`src/rtl/jt51_mix_pkg.sv`:
```
// Shared definitions for the jt51 output mixer: slot-field operator codes,
// carrier decode per connection algorithm, and output saturation.
package jt51_mix_pkg;

  typedef enum logic [1:0] {
    OP_M1 = 2'd0,
    OP_M2 = 2'd1,
    OP_C1 = 2'd2,
    OP_C2 = 2'd3
  } op_e;

  localparam logic [4:0] SLOT_LAST = 5'd31;

  function automatic logic is_carrier(input logic [2:0] con, input op_e op);
    if (con == 3'd7) return 1'b1;
    if (con >= 3'd5) return op != OP_M1;
    if (con == 3'd4) return (op == OP_C1) || (op == OP_C2);
    return op == OP_C2;
  endfunction

  // Clamp a sign-extended accumulator value to the signed range of outw bits.
  function automatic logic signed [31:0] sat(input logic signed [31:0] acc,
                                             input int unsigned outw);
    logic signed [31:0] hi;
    logic signed [31:0] lo;
    hi = (32'sd1 <<< (outw - 1)) - 32'sd1;
    lo = -hi - 32'sd1;
    if (acc > hi) return hi;
    if (acc < lo) return lo;
    return acc;
  endfunction

endpackage

```
`src/rtl/jt51_mixacc_lane.sv`:
```
// One stereo side: per-frame accumulator and saturating output register.
module jt51_mixacc_lane
  import jt51_mix_pkg::*;
#(
  parameter int ACCW = 19,
  parameter int OUTW = 16
) (
  input  logic                   clk,
  input  logic                   rst,
  input  logic                   cen,
  input  logic                   first,
  input  logic                   last,
  input  logic signed [ACCW-1:0] c,
  output logic signed [OUTW-1:0] q
);

  logic signed [ACCW-1:0] acc;
  logic signed [ACCW-1:0] sum;
  logic signed [OUTW-1:0] q_next;

  always_comb begin
    sum    = acc + c;
    q_next = OUTW'(sat(32'(sum), OUTW));
  end

  always_ff @(posedge clk) begin
    if (rst) begin
      acc <= '0;
      q   <= '0;
    end else if (cen) begin
      if (last) begin
        acc <= '0;
        q   <= q_next;
      end else if (first) begin
        acc <= c;
      end else begin
        acc <= sum;
      end
    end
  end

endmodule

```
`src/rtl/jt51_mixacc.sv`:
```
// Operator-stream mixer: selects carriers per channel algorithm, pans them into
// left/right accumulators and emits one saturated stereo sample per 32-slot frame.
module jt51_mixacc
  import jt51_mix_pkg::*;
#(
  parameter int OPW  = 14,
  parameter int ACCW = 19,
  parameter int OUTW = 16
) (
  input  logic                   clk,
  input  logic                   rst,
  input  logic                   cen,
  input  logic                   zero,
  input  logic signed [OPW-1:0]  op_in,
  input  logic [2:0]             con_in,
  input  logic [1:0]             rl_in,
  output logic signed [OUTW-1:0] left,
  output logic signed [OUTW-1:0] right,
  output logic                   sample
);

  logic [4:0]             cnt;
  logic [4:0]             slot;
  logic                   first;
  logic                   last;
  logic                   carrier;
  logic signed [ACCW-1:0] op_ext;
  logic signed [ACCW-1:0] cl;
  logic signed [ACCW-1:0] cr;

  // zero overrides the counter, so a sync pulse on slot 31 never emits a sample.
  always_comb begin
    slot    = zero ? '0 : cnt;
    first   = (slot == '0);
    last    = (slot == SLOT_LAST);
    carrier = is_carrier(con_in, op_e'(slot[4:3]));
    op_ext  = {{(ACCW-OPW){op_in[OPW-1]}}, op_in};
    cl      = (carrier && rl_in[0]) ? op_ext : '0;
    cr      = (carrier && rl_in[1]) ? op_ext : '0;
  end

  always_ff @(posedge clk) begin
    if (rst) begin
      cnt    <= '0;
      sample <= 1'b0;
    end else begin
      sample <= cen && last;
      if (cen) cnt <= slot + 5'd1;
    end
  end

  jt51_mixacc_lane #(
    .ACCW(ACCW),
    .OUTW(OUTW)
  ) u_left (
    .clk  (clk),
    .rst  (rst),
    .cen  (cen),
    .first(first),
    .last (last),
    .c    (cl),
    .q    (left)
  );

  jt51_mixacc_lane #(
    .ACCW(ACCW),
    .OUTW(OUTW)
  ) u_right (
    .clk  (clk),
    .rst  (rst),
    .cen  (cen),
    .first(first),
    .last (last),
    .c    (cr),
    .q    (right)
  );

endmodule

```
`config.mk`:
```
export PLATFORM = sky130hd
export DESIGN_NAME = jt51_mixacc
export DESIGN_NICKNAME = d
export VERILOG_FILES = /design/src/rtl/jt51_mix_pkg.sv /design/src/rtl/jt51_mixacc_lane.sv /design/src/rtl/jt51_mixacc.sv
export SDC_FILE = /design/constraint.sdc
export NUM_CORES = 1
export LEC_CHECK = 0
export BUFFER_PORTS_ARGS = -buffer_cell sky130_fd_sc_hd__buf_2
export CORE_ASPECT_RATIO = 0.75
export CORE_MARGIN = 3
export CORE_UTILIZATION = 65
export DETAILED_ROUTE_END_ITERATION = 16
export PLACE_DENSITY = 0.86
export SETUP_SLACK_MARGIN = 0.05
export SYNTH_ARGS = -nofsm -noshare
export SYNTH_HDL_FRONTEND = slang
export SYNTH_SLANG_ARGS = --single-unit
```
`constraint.sdc`:
```
create_clock -name clk -period 11.35 [get_ports clk]
set_input_delay 2.27 -clock clk [delete_from_list [all_inputs] [get_ports clk]]
set_output_delay 2.27 -clock clk [all_outputs]
set_load 0.02 [all_outputs]
```
==> results.md, run 1 <==
* Setup bufs post-CTS at 0
* HP Class: flop to flop
* CTS root buf: clkbuf_16
* Post_cts resized at 0
* Worst-Margin Slew at 1090 ps
* Main synth FF type: dfxtp_1
* Worst path bufs/invs at 2
* Delay-heaviest family, CP: compound AO/OA/AOI/OAI gates
* Final wirelength at 16.8 mm
* Drt pass-1 iters at 5
* Chip Height at 88.3 um
* Grt total ovfl at 0
* IR drop worst, VDD at 0.0000687 V
* Die W at 116 um
* Sequential fraction of the synthesis area at 0.259
* Min cycle time layout at 6660 ps
* #FFs+latches synth at 76
* Max Fclk at 150 MHz
* Hold WS at 462 ps
* EDFF count, synth at 0
* Crit-path slowest cell: a21oi_2
* Critical path capture point type: flop
* Vias per std cell at 6.61
* Die Area at 10200 um2
* WP data required at 11530 ps
* Fin Clk Skew at 9.75 ps
* Syn-to-layout area delta at 8.92%
* Core area at 8600 um2
* CTS Sinks at 76
* Layout cells sized above 1 at 0.152
* CTS tree: built
* Critical Path Max Stage Delay at 560 ps
* Cell area after layout at 6390 um2
* Antenna diodes at 0
* Vias in the first global route at 5376
* Cells after Synth at 755
* Post-route setup TNS at 0 ps
* Power Dens Cells at 102 nW/um2
* Crit path top cell by count: a211oi_1
* Fin. Hold Viols at 0
* Crit. path cell count at 16
* CP Cell Sequence: buf_2 > nand2b_4 > o221ai_2 > buf_4 > and3_1 > ha_1 > a211o_1 > a21oi_1 > o21ai_0 > a2111oi_1 > nor3b_2 > a21o_1 > a211oi_1 > nand4_1 > a21oi_2 > a211oi_1
* GRT Util Overall at 0.329
* Final worst path period share at 0.587
* DRC at 0
* Crit path launch: zero
* Total Power at 0.650 mW
* CTS H-tree depth at 3
* ANT nets after route at 0
* Post-Synthesis Cell Area at 5860 um2
* TritonCTS Buffers at 9
* Status: completed
* Syn. warnings at 0
* Starting Density at 0.682
* Post-synth net total at 813
* Count of cell types in the netlist at 77
* FILL cells at 645
* CTS Hold Bufs at 0
* RSZ-0062 raised after global routing: false
* # setup viols final at 0
* WS Path Type: primary input to flop
* I/O pins at 56
* FFs w/ async S/R, synth at 0
* Most frequent cells in the layout: nor2_1, dfxtp_1, nand2_1
* Crit start category: primary input
* Crit path to: u_left.q[14]
* Worst-skew pair later-pin latency at 350 ps
* Worst reg-to-reg setup slack at 6300 ps
* DR vias at 5903
* Reg-to-reg startpoint: cnt[3]
* Rows at 29
* First-pass GRT wire length at 26.7 mm
* Placer congestion estimate at 0.995
* Final WS setup at 4690 ps
* CTS Buffer Depth at 2
* Initial antenna violation count at 0
* Slew Viols, Final at 0
* Drt initial violations at 720
* Nets at 838
* Detailed Place HPWL at 12.0 mm
* Max_cap viols at 0
* Placement Cell Area at 6100 um2
* Worst reg-to-reg path cell count at 15
* CP Data Arrival Time at 6850 ps
* Slew margin rel. at 0.272
* Largest net degree at the start of global routing at 75
* Leakage at 2.77 nW
* CP Max Fanout at 40
* Reg clk slew, reported paths at 70 ps
* Pre-CTS setup slack at 4500 ps
* Avg WL per Cell at 18.8 um
* Most common cell after layout, fill and taps aside: nor2_1
* Avg Inst Size Synth at 7.77 um2
* I/O Buffers at 55
* R2r endpoint: u_left.q[14]
kinds of logic (layout without fill, tap and decap cells):
group,count (synthesis),in the layout,share of synthesized area
AO/OA/AOI/OAI,256,256,0.312
XOR/XNOR,29,29,0.0433
adder cells (fa/ha/maj),40,40,0.0860
buffers and inverters,72,102,0.0533
flip-flops,76,76,0.259
multiplexers,15,15,0.0271
AND/OR/NAND/NOR,267,267,0.219
cell type report:
class,instances,area (um2),area share
clock buffers,9,225,0.0353
clock inverters,7,65.1,0.0102
inverters,27,101,0.0159
multi-input cells,607,4030,0.631
flip-flops and latches,76,1520,0.238
well taps,108,135,0.0212
repair buffers,59,305,0.0478
where the power goes:
part           total, mW  switching (mW)  internal (mW)
logic             0.0867          0.0588         0.0279
clock network      0.288           0.134          0.155
registers          0.275         0.00352          0.271
worst min path at each step:
| stage | startpoint | end | slack (ps) | cells past startpoint |
|---|---|---|---|---|
| 2_1_floorplan | u_left.acc[15] | u_left.acc[15] | 450 | 2 |
| 3_3_place_gp | u_right.q[15] | u_right.q[15] | 440 | 2 |
| 3_5_place_dp | u_right.q[15] | u_right.q[15] | 450 | 2 |
| 4_1_cts | u_right.q[15] | u_right.q[15] | 460 | 2 |
| 5_1_grt | u_right.q[15] | u_right.q[15] | 470 | 2 |
| 6_report | u_right.q[15] | u_right.q[15] | 460 | 2 |
synth_stat cells, types with 13 or more instances:
cell type | number | share of area
ha_1 | 33 | 0.070
and3_1 | 27 | 0.029
dfxtp_1 | 76 | 0.26
a21o_1 | 13 | 0.017
clkbuf_1 | 34 | 0.022
o21ai_0 | 47 | 0.040
inv_1 | 26 | 0.017
xnor2_1 | 21 | 0.031
nor2_1 | 95 | 0.061
a211oi_1 | 29 | 0.037
nand2_1 | 72 | 0.046
a211oi_2 | 13 | 0.028
a21oi_1 | 60 | 0.051
worst min-delay path, cell delays in order, from the launching register on:
cell     delay [ps]
dfxtp_1         300
nand2_1          60
a21oi_1          60
stage by stage:
| stage | util | std cells |
|---|---|---|
| after floorplan | - | 755 |
| after global placement | 0.709 | 877 |
| after detailed placement | 0.709 | 877 |
| after CTS | 0.743 | 893 |
| after global routing | 0.743 | 893 |
| final | 0.743 | 893 |
layer usage:
metal	track usage	share of wire	vias up
met4	0.0843	0.013	0
li1	-	-	2799
met3	0.0731	0.10	22
met2	0.508	0.43	302
met1	0.470	0.45	2780
met5	0	0	-
flip-flops by register name, summed over array words and instances, names as in the netlist:
name / cells
u_left.acc: 19
u_right.q: 16
u_left.q: 16
sample: 1
cnt: 5
u_right.acc: 19
No activity file was read; power rests on OpenSTA's default activity.
==> run 2: changes to the inputs <==
Settings changed: CORE_UTILIZATION 65 to 55, PLACE_DENSITY 0.86 to 0.78.
Clock period 11.35 ns to 5.55 ns, I/O delays scaled along.
==> results.md, run 2 (same netlist as run 1, synthesis figures left out) <==
* Starting Density at 0.586 (-0.0959)
* Antenna diodes at 0 (unchanged)
* Hold Path Depth at 2 (unchanged)
* P_sw at 0.401 mW (+100%)
* GRT Util Overall at 0.299 (-0.0301)
* Layout cells sized above 1 at 0.157 (+0.00537)
* Initial antenna violation count at 0 (unchanged)
* Worst-skew pair later-pin latency at 350 ps (about the same)
* Grt total ovfl at 0 (unchanged)
* Status: completed
* CP Data Arrival Time at 5520 ps (-1330 ps)
* Int Pwr at 1.01 mW (+120%)
* Top flop regs: u_left.acc: 19 flops, u_right.acc: 19 flops
* Nets at 843 (+0.60%)
* ANT nets after route at 0 (unchanged)
* Core area at 10000 um2 (+16%)
* Critical path capture point type: flop
* WP data required at 5810 ps (-5720 ps)
* First-pass GRT wire length at 28.8 mm (+8.0%)
* Fin Clk Skew at 8.31 ps (-1.44 ps)
* Clock share of power at 0.476 (+0.032)
* I/O pins at 56 (unchanged)
* FILL cells at 852 (+32%)
* TritonCTS Buffers at 9 (unchanged)
* Power Dens Cells at 218 nW/um2 (+110%)
* Sw frac at 0.283 (-0.0189)
* HP Class: flop to flop
* Worst reg-to-reg path cell count at 14 (-1)
* Most common cell after layout, fill and taps aside: nor2_1
* Detailed Place HPWL at 12.9 mm (+7.4%)
* R2r endpoint: u_right.q[8]
* Avg WL per Cell at 19.3 um (+2.6%)
* Worst-Margin Slew at 1020 ps (-74.1 ps)
* DRC at 0 (unchanged)
* Vias in the first global route at 5604 (+4.2%)
* Setup bufs post-CTS at 0 (unchanged)
* Syn-to-layout area delta at 10.9%
* Hold worst-path end: u_right.q[15]
* CTS Buffer Depth at 2 (unchanged)
* CTS H-tree depth at 3 (unchanged)
* Slew Viols, Final at 0 (unchanged)
* Fin. Hold Viols at 0 (unchanged)
* Hold path start: u_right.q[15]
* Die W at 125 um (+8.3%)
* Max_cap viols at 0 (unchanged)
* Die Area at 11900 um2 (+17%)
* Max Fclk at 190 MHz
* IR drop worst, VDD at 0.000151 V (+120%)
* Min cycle time layout at 5260 ps
* Comb power frac at 0.127 (-0.007)
* CTS Hold Bufs at 0 (unchanged)
* # setup viols final at 0 (unchanged)
* Final worst path period share at 0.948
* RSZ-0062 raised after global routing: false
* CTS tree: built
* CTS Sinks at 76 (unchanged)
* Vias per std cell at 6.56 (-0.78%)
* Reg-to-reg startpoint: cnt[3]
* Crit start category: primary input
* DR vias at 6047 (+2.4%)
* Worst reg-to-reg setup slack at 770 ps (-5530 ps)
* Reg clk slew, reported paths at 70 ps (about the same)
* Hold WS at 468 ps (+5.71 ps)
* CP Max Fanout at 14 (-65%)
* Rows at 31 (+6.9%)
* Drt pass-1 iters at 5 (unchanged)
* CTS root buf: clkbuf_16
* Largest net degree at the start of global routing at 50 (-33%)
* Sequential Power Share at 0.397 (-0.026)
* Leakage at 2.82 nW (+1.7%)
* Placer congestion estimate at 0.909 (-8.7%)
* Post-route setup TNS at 0 ps (unchanged)
* Most frequent cells in the layout: nor2_1, dfxtp_1, nand2_1
* Slew margin rel. at 0.322 (+0.0494)
* Chip Height at 95.4 um (+8.1%)
* Final wirelength at 17.8 mm (+5.9%)
* WS Path Type: primary input to flop
* Post_cts resized at 0 (unchanged)
* Drt initial violations at 840 (+17%)
* I/O Buffers at 55 (unchanged)
==> run 2: area by class of cell <==
type / instances / area (um2) / share of cell area
clock buffer: 9 / 225 / 0.0346
clock inverter: 7 / 106 / 0.0164
inverter: 27 / 101 / 0.0156
multi-input combinational: 607 / 4040 / 0.621
sequential: 76 / 1520 / 0.234
tap: 132 / 165 / 0.0254
timing repair buffer: 64 / 343 / 0.0527
==> run 2: layer usage <==
metal / GRT usage / part of all wire / wire length, um
met1: 0.435 / 0.46 / 8110
met2: 0.439 / 0.41 / 7330
met3: 0.0722 / 0.12 / 2050
met4: 0.0884 / 0.016 / 282
met5: 0 / 0 / 0
==> run 2: worst max-delay path by stage <==
stage,cells after the start,slack [ps],startpoint,to
after CTS,17,400,con_in[1],u_right.q[8]
final,17,290,con_in[1],u_right.q[8]
after floorplan,19,330,zero,u_left.q[14]
after global placement,17,140,con_in[1],u_right.q[4]
after detailed placement,17,60,con_in[1],u_right.q[8]
after global routing,17,80,con_in[1],u_right.q[8]
==> run 2: worst max-delay path, cell delays in order <==
cell and delay [ps]:
buf_2 100, o211ai_1 260, o221ai_2 270, and3_1 290
ha_1 200, inv_1 70, fa_1 200, nor2b_1 60
o21ai_0 390, a21boi_0 240, a2111oi_4 620, a211oi_2 190
o32ai_2 320, xnor2_1 190, o31ai_4 570, nand2_1 190
a211oi_2 240
==> run 2: stage by stage <==
stage / cells / util / total power, mW / cell area [um2] / setup WS, ps
global placement: 906 / 0.616 / 0.741 / 6160 / 139
CTS: 922 / 0.649 / 1.41 / 6490 / 397
floorplan: 755 / - / 0.697 / 5860 / 327
finish: 922 / 0.650 / 1.42 / 6500 / 286
global route: 922 / 0.650 / 1.46 / 6500 / 76.6
detailed placement: 906 / 0.616 / 0.746 / 6160 / 58.6
==> run 2: power by group through the flow <==
stage / Clock (mW) / Sequential, mW / Combinational (mW)
2_1_floorplan: 0 / 0.571 / 0.125
3_3_place_gp: 0 / 0.574 / 0.167
3_5_place_dp: 0 / 0.574 / 0.172
4_1_cts: 0.676 / 0.562 / 0.173
5_1_grt: 0.702 / 0.563 / 0.195
6_report: 0.673 / 0.562 / 0.180
